$ cat config.mk
export PLATFORM = sky130hd
export DESIGN_NAME = univ_shift_reg_flat
export DESIGN_NICKNAME = d
export VERILOG_FILES = /design/src/rtl/univ_shift_reg_if.sv /design/src/rtl/univ_shift_reg.sv /design/src/flat_wrapper.sv
export SDC_FILE = /design/constraint.sdc
export NUM_CORES = 1
export LEC_CHECK = 0
export ABC_AREA = 1
export BUFFER_PORTS_ARGS = -buffer_cell sky130_fd_sc_hd__buf_2
export CORE_MARGIN = 5
export CORE_UTILIZATION = 54
export DETAILED_ROUTE_END_ITERATION = 12
export PLACE_DENSITY_LB_ADDON = 0.12
export SYNTH_ARGS = -nofsm -noshare
export SYNTH_HDL_FRONTEND = slang
export SYNTH_SLANG_ARGS = --single-unit
export TNS_END_PERCENT = 50
$ cat constraint.sdc
create_clock -name clk -period 2.8 [get_ports clk]
set_input_delay 0.56 -clock clk [delete_from_list [all_inputs] [get_ports clk]]
set_output_delay 0.56 -clock clk [all_outputs]
set_load 0.01 [all_outputs]
$ cat src/rtl/univ_shift_reg_if.sv
// ============================================================================
// univ_shift_reg_if : command/data bundle for the universal shift register
// (PARITY_EN adds the parity output). Revision 1.0
// ============================================================================
`default_nettype none

interface univ_shift_reg_if #(
  parameter int WIDTH = 8
);
  localparam int CW = $clog2(WIDTH + 1);

  logic [2:0]       mode;
  logic [WIDTH-1:0] load_data;
  logic             ser_in_l;
  logic             ser_in_r;
  logic [CW-1:0]    shift_cnt;
  logic [WIDTH-1:0] q;
  logic             ser_out_r;
  logic             ser_out_l;
  logic             busy;
  logic             done;
`ifdef PARITY_EN
  logic             parity;

  modport master (
    output mode, load_data, ser_in_l, ser_in_r, shift_cnt,
    input  q, ser_out_r, ser_out_l, busy, done, parity
  );
  modport slave (
    input  mode, load_data, ser_in_l, ser_in_r, shift_cnt,
    output q, ser_out_r, ser_out_l, busy, done, parity
  );
`else
  modport master (
    output mode, load_data, ser_in_l, ser_in_r, shift_cnt,
    input  q, ser_out_r, ser_out_l, busy, done
  );
  modport slave (
    input  mode, load_data, ser_in_l, ser_in_r, shift_cnt,
    output q, ser_out_r, ser_out_l, busy, done
  );
`endif
endinterface

`default_nettype wire

$ cat src/rtl/univ_shift_reg.sv
// ============================================================================
// univ_shift_reg : universal register (load/hold/clear/shift/rotate) with a
// counted LSB-first burst mode; optional PARITY_EN output. Revision 1.0
// ============================================================================
`default_nettype none

module univ_shift_reg #(
  parameter int               WIDTH     = 8,
  parameter logic [WIDTH-1:0] RESET_VAL = '0
) (
  input  wire              clk,
  input  wire              rst_n,
  univ_shift_reg_if.slave  bus
);
  localparam int CW = $clog2(WIDTH + 1);

  localparam logic [2:0] M_HOLD  = 3'b000;
  localparam logic [2:0] M_LOAD  = 3'b001;
  localparam logic [2:0] M_SHR   = 3'b010;
  localparam logic [2:0] M_SHL   = 3'b011;
  localparam logic [2:0] M_ROR   = 3'b100;
  localparam logic [2:0] M_ROL   = 3'b101;
  localparam logic [2:0] M_CLR   = 3'b110;
  localparam logic [2:0] M_BURST = 3'b111;

  typedef enum logic [0:0] {
    S_IDLE  = 1'b0,
    S_BURST = 1'b1
  } state_t;

  state_t           state, state_nxt;
  logic [WIDTH-1:0] q_reg, q_nxt;
  logic [CW-1:0]    rem, rem_nxt;
  logic             done_reg, done_nxt;
  logic [CW-1:0]    burst_len;

  assign burst_len = (bus.shift_cnt > CW'(WIDTH)) ? CW'(WIDTH) : bus.shift_cnt;

  always_ff @(posedge clk or negedge rst_n) begin
    if (!rst_n) begin
      state    <= S_IDLE;
      q_reg    <= RESET_VAL;
      rem      <= '0;
      done_reg <= 1'b0;
    end else begin
      state    <= state_nxt;
      q_reg    <= q_nxt;
      rem      <= rem_nxt;
      done_reg <= done_nxt;
    end
  end

  always_comb begin
    state_nxt = state;
    q_nxt     = q_reg;
    rem_nxt   = rem;
    done_nxt  = 1'b0;
    case (state)
      S_IDLE: begin
        case (bus.mode)
          M_HOLD:  q_nxt = q_reg;
          M_LOAD:  q_nxt = bus.load_data;
          M_SHR:   q_nxt = {bus.ser_in_l, q_reg[WIDTH-1:1]};
          M_SHL:   q_nxt = {q_reg[WIDTH-2:0], bus.ser_in_r};
          M_ROR:   q_nxt = {q_reg[0], q_reg[WIDTH-1:1]};
          M_ROL:   q_nxt = {q_reg[WIDTH-2:0], q_reg[WIDTH-1]};
          M_CLR:   q_nxt = '0;
          M_BURST: begin
            // A zero-length burst completes immediately without entering BURST.
            if (burst_len == '0) begin
              done_nxt = 1'b1;
            end else begin
              state_nxt = S_BURST;
              rem_nxt   = burst_len;
            end
          end
          default: q_nxt = q_reg;
        endcase
      end
      S_BURST: begin
        q_nxt   = {bus.ser_in_l, q_reg[WIDTH-1:1]};
        rem_nxt = rem - 1'b1;
        if (rem == CW'(1)) begin
          state_nxt = S_IDLE;
          done_nxt  = 1'b1;
        end
      end
      default: state_nxt = S_IDLE;
    endcase
  end

  assign bus.q         = q_reg;
  assign bus.ser_out_r = q_reg[0];
  assign bus.ser_out_l = q_reg[WIDTH-1];
  assign bus.busy      = (state == S_BURST);
  assign bus.done      = done_reg;

`ifdef PARITY_EN
  logic parity_reg;

  // Registered from the next value so parity tracks q with no added latency.
  always_ff @(posedge clk or negedge rst_n) begin
    if (!rst_n) parity_reg <= ^RESET_VAL;
    else        parity_reg <= ^q_nxt;
  end

  assign bus.parity = parity_reg;
`endif

endmodule

`default_nettype wire

$ cat src/flat_wrapper.sv
// flat-port wrapper written by rule: the top's interface ports become plain ports
module univ_shift_reg_flat 
#(
  parameter int               WIDTH     = 8,
  parameter logic [WIDTH-1:0] RESET_VAL = '0
)
  (clk, rst_n, bus_mode, bus_load_data, bus_ser_in_l, bus_ser_in_r, bus_shift_cnt, bus_q, bus_ser_out_r, bus_ser_out_l, bus_busy, bus_done);
  univ_shift_reg_if #(.WIDTH(WIDTH)) bus_i ();
  input  wire clk;
  input  wire rst_n;
  input wire logic [$bits(bus_i.mode)-1:0] bus_mode;
  input wire logic [$bits(bus_i.load_data)-1:0] bus_load_data;
  input wire logic [$bits(bus_i.ser_in_l)-1:0] bus_ser_in_l;
  input wire logic [$bits(bus_i.ser_in_r)-1:0] bus_ser_in_r;
  input wire logic [$bits(bus_i.shift_cnt)-1:0] bus_shift_cnt;
  output wire logic [$bits(bus_i.q)-1:0] bus_q;
  output wire logic [$bits(bus_i.ser_out_r)-1:0] bus_ser_out_r;
  output wire logic [$bits(bus_i.ser_out_l)-1:0] bus_ser_out_l;
  output wire logic [$bits(bus_i.busy)-1:0] bus_busy;
  output wire logic [$bits(bus_i.done)-1:0] bus_done;
  assign bus_i.mode = bus_mode;
  assign bus_i.load_data = bus_load_data;
  assign bus_i.ser_in_l = bus_ser_in_l;
  assign bus_i.ser_in_r = bus_ser_in_r;
  assign bus_i.shift_cnt = bus_shift_cnt;
  assign bus_q = bus_i.q;
  assign bus_ser_out_r = bus_i.ser_out_r;
  assign bus_ser_out_l = bus_i.ser_out_l;
  assign bus_busy = bus_i.busy;
  assign bus_done = bus_i.done;
  univ_shift_reg #(.WIDTH(WIDTH), .RESET_VAL(RESET_VAL)) u_core (.clk(clk), .rst_n(rst_n), .bus(bus_i));
endmodule
==> results.md <==
- Critical path cell sequence: buf_2
- Root Buffer: clkbuf_4
- Fmax: 0.619 GHz
- Status: complete, no violations
- Critical path type: reg -> out
- Power Dens Cells: 919 mW/mm^2
- Avg Synthesized Cell Area: 7.19 um^2
- Fin area: 0.00119 mm^2
- H-Tree Depth: 1
- Crit path capture type: primary output
- Slowest stage delay, CP: 580 ps
- Worst-case reg-to-reg path depth: 4
- Hold buffers post-CTS: 0
- Largest net degree at the start of global routing: 20
- I/O Buffers: 30
- Fin util: 62.1%
- Slew @ Worst Pin: 378 ps
- Top cell type by total area after synthesis: dfrtp_1
- Number of global-route vias before repair: 891
- Setup TNS: 0 ps
- Yosys cell types: 26
- CP top delay family: flip-flops
- TritonRoute pass-1 iters: 4
- FP Rows: 16
- CTS Sinks: 14
- Total chip power: 1.10 mW
- Syn_nets: 168
- CTS Buf Count: 3
- # DRC: 0
- Setup slack after placement: 1180 ps
- Final count of hold timing violations: 0
- Antenna diodes: 0
- Max reg flops: 8
- CTS clock-pin slew for the worst setup and hold paths: 80 ps
- Slowest CP cell: dfrtp_1
- First-pass GRT wire length: 4.02 mm
- GRT Overall Usage: 18.9%
- Placeable Area: 0.00192 mm^2
- CP bufs+invs: 1
- Clk_lat worst skew: 270 ps
- Nets: 195
- Die Area: 0.00294 mm^2
- Final Skew: 1.28 ps
- Total Routed Length: 2.45 mm
- Initial antenna violation count: 0
- # resized after CTS: 0
- Syn Inst Count: 147
- Headroom to the max-slew limit: 74.8%
- DR vias/cell: 5.24
- Fin crit period: 1610 ps
- WL/cell: 12.3 um
- Tcrit/Tclk final: 57.7%
- Data arrival time of the critical path: 1050 ps
- Layout cell share with drive strength beyond 1: 27.3%
- Synthesized area: 0.00106 mm^2
- CP required: 2240 ps
- Yosys Warn Count: 0
- Setup crit start kind: flip-flop
- Setup-failing EPs final: 0
- I/O Pins: 31
- CTS tree: built
- Max FO, Critical Path: 9
- Placed Area: 0.00117 mm^2
- Worst vdd ir: 0.539 mV
- Max_cap viols: 0
- Hpwl dp: 1.85 mm
- Die height: 54.3 um
- HP Class: in -> async
- Final Max Tran Viols: 0
- DR vias: 1042
- Critical Path Start: u_core.bus.busy$_DFF_PN0_
- Antenna-violating nets left: 0
- Post-CTS setup buffers: 0
- Synth top area cells: dfrtp_1 33%, nand2_1 16%, nand4_1 12%
- GRT overflow: 0
- Die Wd: 54.3 um
- Register area share after synthesis: 33.1%
- Final GP Congestion: 0.811
- Bufs on Longest Clock Path: 2
- Post-synth top area share: 33.1%
- R2R Path Start: u_core.bus.busy$_DFF_PN0_
- P_leak: 0.592 nW
- CP Capture Point: bus_busy
- Initial drt markers: 29
- Reg2reg setup slack: 1350 ps
- Reg2reg end: u_core.rem[1]$_DFFE_PN0P_
- Starting density of the core: 55.0%
- Final WS setup: 1190 ps
- Stages on worst setup path: 1
- Synth Register Bits: 14
- Area added between synthesis and finish: 12.9%
- RSZ-0062 raised after global routing: false
==> per-stage QoR <==
step	hold slack, ps	std cells
after global placement	482	196
final	171	199
after floorplan	264	147
after detailed placement	481	196
after CTS	180	199
after global routing	179	199
==> cell families after synthesis <==
logic type | count (synthesis) | share of synthesized area [%]
compound gates | 9 | 6.63
xor+xnor | 1 | 0.829
fa+ha+maj | 2 | 2.37
buf+inv | 19 | 11.2
flops | 14 | 33.1
simple gates | 102 | 45.8
==> synth_stat cells (all sizes together) <==
master	n
o221ai	1
a22oi	2
a21oi	1
dfrtp	14
or2	1
and2	1
inv	11
nor3	1
nand4	20
buf	8
o21ai	3
ha	2
nand3	10
nor2	21
nand2	48
o31ai	1
o211ai	1
xnor2	1
==> cell type report <==
type                            instances  area [um^2]
Tap cell                               27         33.8
Timing Repair Buffer                   30          150
Sequential cell                        14          350
Fill cell                             198          728
Clock buffer                            3         22.5
Inverter                               11         48.8
Multi-Input combinational cell        114          588
==> power by group <==
group / internal, mW / switching [mW]
sequential: 0.305 / 0.128
clock: 0.0498 / 0.0631
combinational: 0.230 / 0.320
total: 0.585 / 0.512
==> layer usage <==
metal | share of wire (%) | routed length [um] | GRT usage, % | vias up
li1 | - | - | - | 544
met1 | 49 | 1200 | 28.0 | 457
met2 | 42 | 1040 | 26.5 | 37
met3 | 7.0 | 172 | 3.27 | 4
met4 | 1.4 | 35 | 8.30 | 0
met5 | 0 | 0 | 0 | -
==> worst min-delay path by stage <==
stage | to | slack, ps | cells after the start
after detailed placement | u_core.bus.done$_DFF_PN0_ | 480 | 1
after CTS | u_core.bus.done$_DFF_PN0_ | 180 | 1
after floorplan | u_core.bus.busy$_DFF_PN0_ | 260 | 0
after global placement | u_core.bus.done$_DFF_PN0_ | 480 | 1
final | u_core.bus.done$_DFF_PN0_ | 170 | 1
after global routing | u_core.bus.busy$_DFF_PN0_ | 180 | 1
==> worst register-to-register path, delay by kind of cell (launching register included) <==
family / cells / cell delay (ps)
and+or+nand+nor: 2 / 370
DFF: 1 / 520
buffers and inverters: 1 / 310
AOI/OAI and AO/OA: 1 / 120
==> placed cells by master, fill, tap and decap left out <==
master / Yosys / routed
nand2_1: 46 / 46
buf_2: 2 / 30
nor2_1: 20 / 20
nand4_1: 20 / 20
dfrtp_1: 14 / 14
inv_1: 6 / 6
nand3_1: 6 / 6
nand3_2: 4 / 4
inv_4: 3 / 3
clkbuf_4: 0 / 3
inv_2: 2 / 2
nand2_2: 2 / 2
a22oi_1: 2 / 2
o21ai_0: 2 / 2
ha_1: 2 / 2
o31ai_1: 1 / 1
and2_1: 1 / 1
o21ai_4: 1 / 1
nor2_4: 1 / 1
o221ai_1: 1 / 1
a21oi_1: 1 / 1
xnor2_1: 1 / 1
nor3_1: 1 / 1
or2_2: 1 / 1
o211ai_1: 1 / 1
No activity file was read; power rests on OpenSTA's default activity.
